### config.mk
export PLATFORM = sky130hd
export DESIGN_NAME = ts_frame_serializer
export DESIGN_NICKNAME = d
export VERILOG_FILES = /design/src/rtl/ts_frame_serializer.sv
export SDC_FILE = /design/constraint.sdc
export NUM_CORES = 1
export LEC_CHECK = 0
export CAP_MARGIN = 20
export CORE_MARGIN = 10
export CORE_UTILIZATION = 52
export CTS_BUF_LIST = sky130_fd_sc_hd__clkbuf_16
export CTS_CLUSTER_SIZE = 14
export DETAILED_ROUTE_END_ITERATION = 12
export PLACE_DENSITY = 0.79
export SLEW_MARGIN = 10
export SYNTH_ARGS = -nofsm -noshare
export SYNTH_HDL_FRONTEND = slang
export SYNTH_SLANG_ARGS = --single-unit
### constraint.sdc
create_clock -name clk_i -period 2.67 [get_ports clk_i]
set_input_delay 0.534 -clock clk_i [delete_from_list [all_inputs] [get_ports clk_i]]
set_output_delay 0.534 -clock clk_i [all_outputs]
set_load 0.02 [all_outputs]
### src/rtl/ts_frame_serializer.sv
// ts_frame_serializer: pops FIFO words and emits them as SOF / payload MSB-first / XOR checksum
// byte frames over a valid/ready link.
module ts_frame_serializer #(
    parameter int         DATA_WIDTH = 64,
    parameter logic [7:0] SOF_BYTE   = 8'hA5,
    parameter int         CNT_WIDTH  = 16
) (
    input  logic                  clk_i,
    input  logic                  rst_ni,
    input  logic                  flush_i,
    input  logic                  fifo_empty_i,
    input  logic [DATA_WIDTH-1:0] fifo_data_i,
    output logic                  fifo_pop_o,
    output logic [7:0]            tx_data_o,
    output logic                  tx_valid_o,
    input  logic                  tx_ready_i,
    output logic                  busy_o,
    output logic [CNT_WIDTH-1:0]  frame_cnt_o
);
    localparam int N = DATA_WIDTH / 8;
    localparam int IW = N > 1 ? $clog2(N) : 1;
    localparam logic [IW-1:0] LAST = IW'(N - 1);
    typedef enum logic [1:0] {IDLE, HDR, DATA, CSUM} state_t;
    state_t                state;
    logic [DATA_WIDTH-1:0] shreg;
    logic [IW-1:0]         idx;
    logic [7:0]            csum;
    logic                  accept;
    assign accept = tx_valid_o && tx_ready_i;
    assign tx_valid_o = state != IDLE;
    assign busy_o = state != IDLE;
    // a pop in CSUM is only legal on the accept that completes the frame
    assign fifo_pop_o = rst_ni && !flush_i && !fifo_empty_i &&
                        (state == IDLE || (state == CSUM && tx_ready_i));
    always_comb
        tx_data_o = state == HDR  ? SOF_BYTE :
                    state == DATA ? shreg[DATA_WIDTH-1 -: 8] :
                    state == CSUM ? csum : 8'h00;
    always_ff @(posedge clk_i or negedge rst_ni) begin
        if (!rst_ni) begin
            state       <= IDLE;
            shreg       <= '0;
            idx         <= '0;
            csum        <= '0;
            frame_cnt_o <= '0;
        end else if (flush_i) begin
            state <= IDLE;
        end else begin
            case (state)
                IDLE: if (fifo_pop_o) begin
                    shreg <= fifo_data_i;
                    csum  <= '0;
                    idx   <= '0;
                    state <= HDR;
                end
                HDR: if (accept) state <= DATA;
                DATA: if (accept) begin
                    csum  <= csum ^ shreg[DATA_WIDTH-1 -: 8];
                    shreg <= shreg << 8;
                    idx   <= idx + 1'b1;
                    state <= idx == LAST ? CSUM : DATA;
                end
                CSUM: if (accept) begin
                    frame_cnt_o <= frame_cnt_o + 1'b1;
                    if (fifo_pop_o) begin
                        shreg <= fifo_data_i;
                        csum  <= '0;
                        idx   <= '0;
                        state <= HDR;
                    end else begin
                        state <= IDLE;
                    end
                end
                default: state <= IDLE;
            endcase
        end
    end
endmodule

Word level (Yosys, flattened, before mapping)
Cells that the tools add are included.
- equal/unequal tests: 10
- bitwise operators: 2
- muxes and demuxes: 23
- reduce and logical (&&, ||, !) cells: 14
- add/subtract/negate cells: 2
- operator list (operator ; number):
    $mux 64 ; 3
    $pmux 64 s3 ; 1
    $mux 8 ; 6
    $pmux 8 s3 ; 1
    $add 16x1->16 const B ; 1
    $ne 3x3->1 const B ; 4
    $mux 2 ; 5
    $mux 3 ; 3
    $pmux 3 s3 ; 1
    $pmux 2 s4 ; 1
    $reduce_and 4->1 ; 2
    $xor 8x8->8 ; 1
    $logic_and 1x1->1 ; 5
    $eq 2x2->1 const B ; 2
    $ne 2x2->1 const B ; 2
    $add 3x1->3 const B ; 1
    $eq 3x3->1 const B ; 1
    $reduce_and 3->1 ; 1
    $reduce_bool 3->1 ; 1
    $eq 2x1->1 const B ; 1
    $logic_not 1->1 ; 2
    $logic_not 2->1 ; 1
    $mux 1 ; 2
    $reduce_bool 2->1 ; 1
    2 further kinds ; 2
- word-level logic and storage cells: 56
- output and inout port bits: 27
- bits of input ports: 69
- bits in registers: 93

Longest topological paths before layout
- word-level depth: 8
- gate-level depth with buffers: 9
- gate-level depth less buffers: 6

Least setup slack after synthesis
No wires, ideal clock.
- path kind: reg-to-output
- start: register state[0]
- end: output port tx_data_o[1]
- path slack: 0.330 ns
- stages on the path, launching flop included: 8
- data required time: 2.136 ns
- path buffers: 3
- arrival: 1.806 ns
- cells stage by stage: dfrtp_1 > inv_1 > ha_1 > buf_2 > buf_1 > clkbuf_1 > a21oi_1 > nor2_1
- longest elaborated chain between the ends: 4
- elaborated cells between the ends (all ways): 6
- classes of those cells: eq/ne (3); mux (3)
- ends and longest elaborated chain (element ; RTL line ; source):
    start, declared ; 24 ; state_t state;
    start signal, assigned ; 61 ; state <= idx == LAST ? CSUM : DATA;
    $eq 2x2->1 ; 38 ; state == CSUM ? csum : 8'h00;
    $mux 8 ; 38 ;
    $mux 8 ; 37 ; state == DATA ? shreg[DATA_WIDTH-1 -: 8] :
    $mux 8 * ; 36 ; tx_data_o = state == HDR ? SOF_BYTE :
    end, declared ; 14 ; output logic [7:0] tx_data_o,
Mark *: on every way between the ends. The rest lies on a longest branch, timed or not.

Worst setup path after layout
- start: register state[1]
- end: output port tx_data_o[5]
Same word-level chain as after synthesis.

==> impl_results.md <==
* Dominant combinational cell family by area after synthesis: multiplexers
* Post-Route WL at ~11000 um
* Worst Max-Slew Pin Slew at roughly 0.75 ns
* Unique masters post-synth at 38
* Remaining DRCs at 0
* Half-perimeter wire length after detailed placement at approximately 8100 um
* Number of maximum-capacitance violations at 0
* Min setup slack post-route at between 0.09 and 0.1 ns
* Headroom to the max-slew limit at 49.95%
* Core Area at 9196 um2
* Worst slack after detailed placement at roughly 0.14 ns
* Most area-hungry cell type in the Yosys netlist: sky130_fd_sc_hd__dfrtp_1
* Synthesized-area fraction occupied by xor and xnor cells at under 10%
* Post-Synthesis Cell Area at 4888 um2
* Sequential element share of the synthesized area at roughly 48%
* WL/cell at between 15 and 20 um
* CTS tree: done
* Post-synthesis compound-gate area fraction at between 5 and 6%
* Detail-routed via count per cell at 5.482
* Portion of synthesized cell area occupied by the leading cell type at 47.61%
* VDD IR-drop max at 0.4628 mV
* FFs w/ async S/R, synth at 100.0%
* Overall global routing resource usage at approximately 17%
* Router iterations before antenna repair at 4
* Worst clock skew at slightly below 0.009 ns
* Inserted Clock Buffers at 9
* Global-route wire length before repair at approximately 18000 um
* Crit share post-route at a little over nine tenths
* Source-to-sink clock delay at the later pin of the worst-skew pair at approximately 0.34 ns
* Power Density at just over 900 nW/um2
* Total nets after synthesis at approximately 460
* Number of pins exceeding their max-slew limit in the final report at 0
* Vias at 3251
* Clk pin slew, worst setup/hold paths at around 0.06 ns
* Core Rows at 35
* Buf+Inv Stages, Crit Path at 2
* Number of antenna violations at the first check in global routing at 0
* Nets at 554
* Drt initial violations at about 230
* H-Tree Depth at 3
* Class of the tightest hold or removal check: in -> async
* Reg2Reg Setup Slack at 0.24 ns
* LEAKAGE at 2.806 nW
* Unrepaired setup endpoints after global routing: false
* Count of filler cells inserted in the layout at around 670
* Post-CTS Hold Fix Bufs at 0
* Final RePlAce weighted congestion at around 0.76
* Kind of launch point of the worst setup path: flop
* Maximum clock frequency at ~390 MHz
* Global route overflow at 0
* Final-report hold violation count at 0
* Cells after Synth at between 300 and 400
* Number of global-route vias before repair at about 3500
* Die height at roughly 120 um
* Setup violation total in the final timing report at 0
* Cell with the largest stage delay on the worst path: sky130_fd_sc_hd__clkdlybuf4s50_1
* WP data arrival at just over 2 ns
* Final sum of negative setup slack at 0 ns
* Post-detailed-route count of antenna-violating nets at 0
* Synth Area in Simple Gates at roughly 8.8%
* Delay contributed by the slowest stage of the critical path at between 0.6 and 0.7 ns
* Top FF cell, synth: sky130_fd_sc_hd__dfrtp_1
* Critical register-to-register path startpoint: state[0]
* Reg-to-reg critical path endpoint: shreg[57]
* CP delay by family, top: buffers and inverters
* Proportion of layout cells with a drive suffix above 1 at 30.71%
* Area contributors post-synth: sky130_fd_sc_hd__dfrtp_1 (48%), sky130_fd_sc_hd__mux2_2 (17%), sky130_fd_sc_hd__mux2_4 (12%), sky130_fd_sc_hd__xnor2_1 (2.3%), sky130_fd_sc_hd__nand2b_1 (1.9%)
* Syn Area/Cell at around 13 um2
* Die area at about 14000 um2
* Kind of capture point of the worst setup path: primary output
* Starting Density at a little over half
* Clock tree buffer depth at 2
* Status: finished, final reports clean
* Post-synthesis adder-cell area fraction at 1.792%
* CTS Root Cell: sky130_fd_sc_hd__clkbuf_16
* Number of top-level design ports at 96
* Worst path cell trace: inv_1, ha_2, a21oi_1, o21ai_0, clkdlybuf4s50_1
* Antenna diode count at 0
* Number of flops mapped to enable cells by yosys at 0
* Number of clock sinks seen by CTS at 93
* Layout overhead on the synthesized area at 29.36%
* Worst Reg2Reg Path Length in Cells at 8
* Number of synthesized register bits at 93
* Required time of the critical path at approximately 2.1 ns
* Share of synthesized area spent on multiplexers at 30.94%
* Min cycle time layout at ~2.6 ns
* Pin count of the biggest net entering global routing at 60
* Buffers added on ports at 95
* Ys Warns at 0
* Class of the most critical setup path: reg -> out
* Crit-path max FO at 10
* Horizontal extent of the die at about 120 um
-- area by class of cell --
type	instances	area, um2	share of cell area, %
clock buffer	9	225.2	3.562
multi-input combinational	263	2454	38.80
tap	111	138.9	2.196
inverter	3	11.26	0.1781
clock inverter	6	80.08	1.266
sequential	93	2327	36.80
timing repair buffer	108	1087	17.19
-- what timing repair did --
item / CTS / global route
buffers inserted: 1 / 0
resized for setup: 3 / 5
setup endpoints to repair: 9 / 5
-- where the power goes --
part | switching [mW] | internal, mW
Clock | 0.512 | 0.807
Sequential | 0.393 | 1.97
Combinational | 0.817 | 1.28
-- cells in the mapped netlist, types with 3 or more instances --
library cell,n
sky130_fd_sc_hd__a21oi_1,9
sky130_fd_sc_hd__a22o_1,10
sky130_fd_sc_hd__and2_1,3
sky130_fd_sc_hd__and4_1,3
sky130_fd_sc_hd__buf_2,7
sky130_fd_sc_hd__buf_6,5
sky130_fd_sc_hd__clkbuf_1,7
sky130_fd_sc_hd__dfrtp_1,93
sky130_fd_sc_hd__ha_1,7
sky130_fd_sc_hd__inv_1,3
sky130_fd_sc_hd__mux2_2,73
sky130_fd_sc_hd__mux2_4,40
sky130_fd_sc_hd__mux2i_1,9
sky130_fd_sc_hd__nand2_1,21
sky130_fd_sc_hd__nand2b_1,15
sky130_fd_sc_hd__nand3_1,5
sky130_fd_sc_hd__nand4_1,4
sky130_fd_sc_hd__nor2_1,19
sky130_fd_sc_hd__o21ai_0,13
sky130_fd_sc_hd__xnor2_1,13
-- worst max-delay path by stage --
stage / start / end / slack [ns] / cells after the start
final: state[1] / tx_data_o[5] / 0.09 / 5
after global routing: state[1] / tx_data_o[5] / 0.01 / 5
after CTS: state[0] / fifo_pop_o / 0.01 / 5
after detailed placement: state[1] / tx_data_o[3] / 0.14 / 6
after global placement: flush_i / fifo_pop_o / 0.19 / 4
after floorplan: state[0] / tx_data_o[1] / 0.33 / 7
-- per-layer routing --
metal  share of wire, %  GRT usage [%]  vias to the layer above  wire, um
met2                 49          28.01                       83      5513
met5                  0              0                        -         0
li1                   -              -                     1549         -
met3                5.3          3.517                       12       597
met1                 44          21.85                     1607      4916
met4                1.4          5.189                        0       151
-- cells by family (layout without fill, tap and decap cells) --
kind of cell | after synthesis | count (layout)
multiplexers | 122 | 122
AO/OA/AOI/OAI | 38 | 38
buffers and inverters | 24 | 126
flip-flops | 93 | 93
XOR/XNOR | 15 | 15
AND/OR/NAND/NOR | 81 | 81
adder cells (fa/ha/maj) | 7 | 7
-- sequential cells by signal, indices dropped and copies added, names as in the netlist --
name,flops
idx,3
shreg,64
csum,8
state,2
frame_cnt_o,16
-- stage by stage --
stage | hold WS (ns) | cell area (um2) | instances | power (mW) | utilization (%)
global route | 0.3065 | 6324 | 593 | 6.110 | 68.76
floorplan | 0.2384 | 4888 | 380 | 3.824 | -
detailed placement | 0.4683 | 5979 | 577 | 4.450 | 65.02
global placement | 0.4632 | 5979 | 577 | 4.359 | 65.02
finish | 0.2722 | 6324 | 593 | 5.780 | 68.76
CTS | 0.2927 | 6311 | 593 | 5.827 | 68.63
-- cells in the final DEF (no fill, tap or decap), types with 9 or more instances in the layout --
master / netlist / routed
sky130_fd_sc_hd__a21oi_1: 9 / 9
sky130_fd_sc_hd__a22o_1: 10 / 10
sky130_fd_sc_hd__buf_4: 1 / 11
sky130_fd_sc_hd__clkbuf_16: 0 / 9
sky130_fd_sc_hd__clkdlybuf4s50_1: 0 / 89
sky130_fd_sc_hd__dfrtp_1: 93 / 93
sky130_fd_sc_hd__mux2_2: 73 / 73
sky130_fd_sc_hd__mux2_4: 40 / 40
sky130_fd_sc_hd__mux2i_1: 9 / 9
sky130_fd_sc_hd__nand2_1: 21 / 21
sky130_fd_sc_hd__nand2b_1: 15 / 15
sky130_fd_sc_hd__nor2_1: 19 / 19
sky130_fd_sc_hd__o21ai_0: 13 / 13
sky130_fd_sc_hd__xnor2_1: 13 / 13
Note: power is estimated with default switching activity, not from simulation.
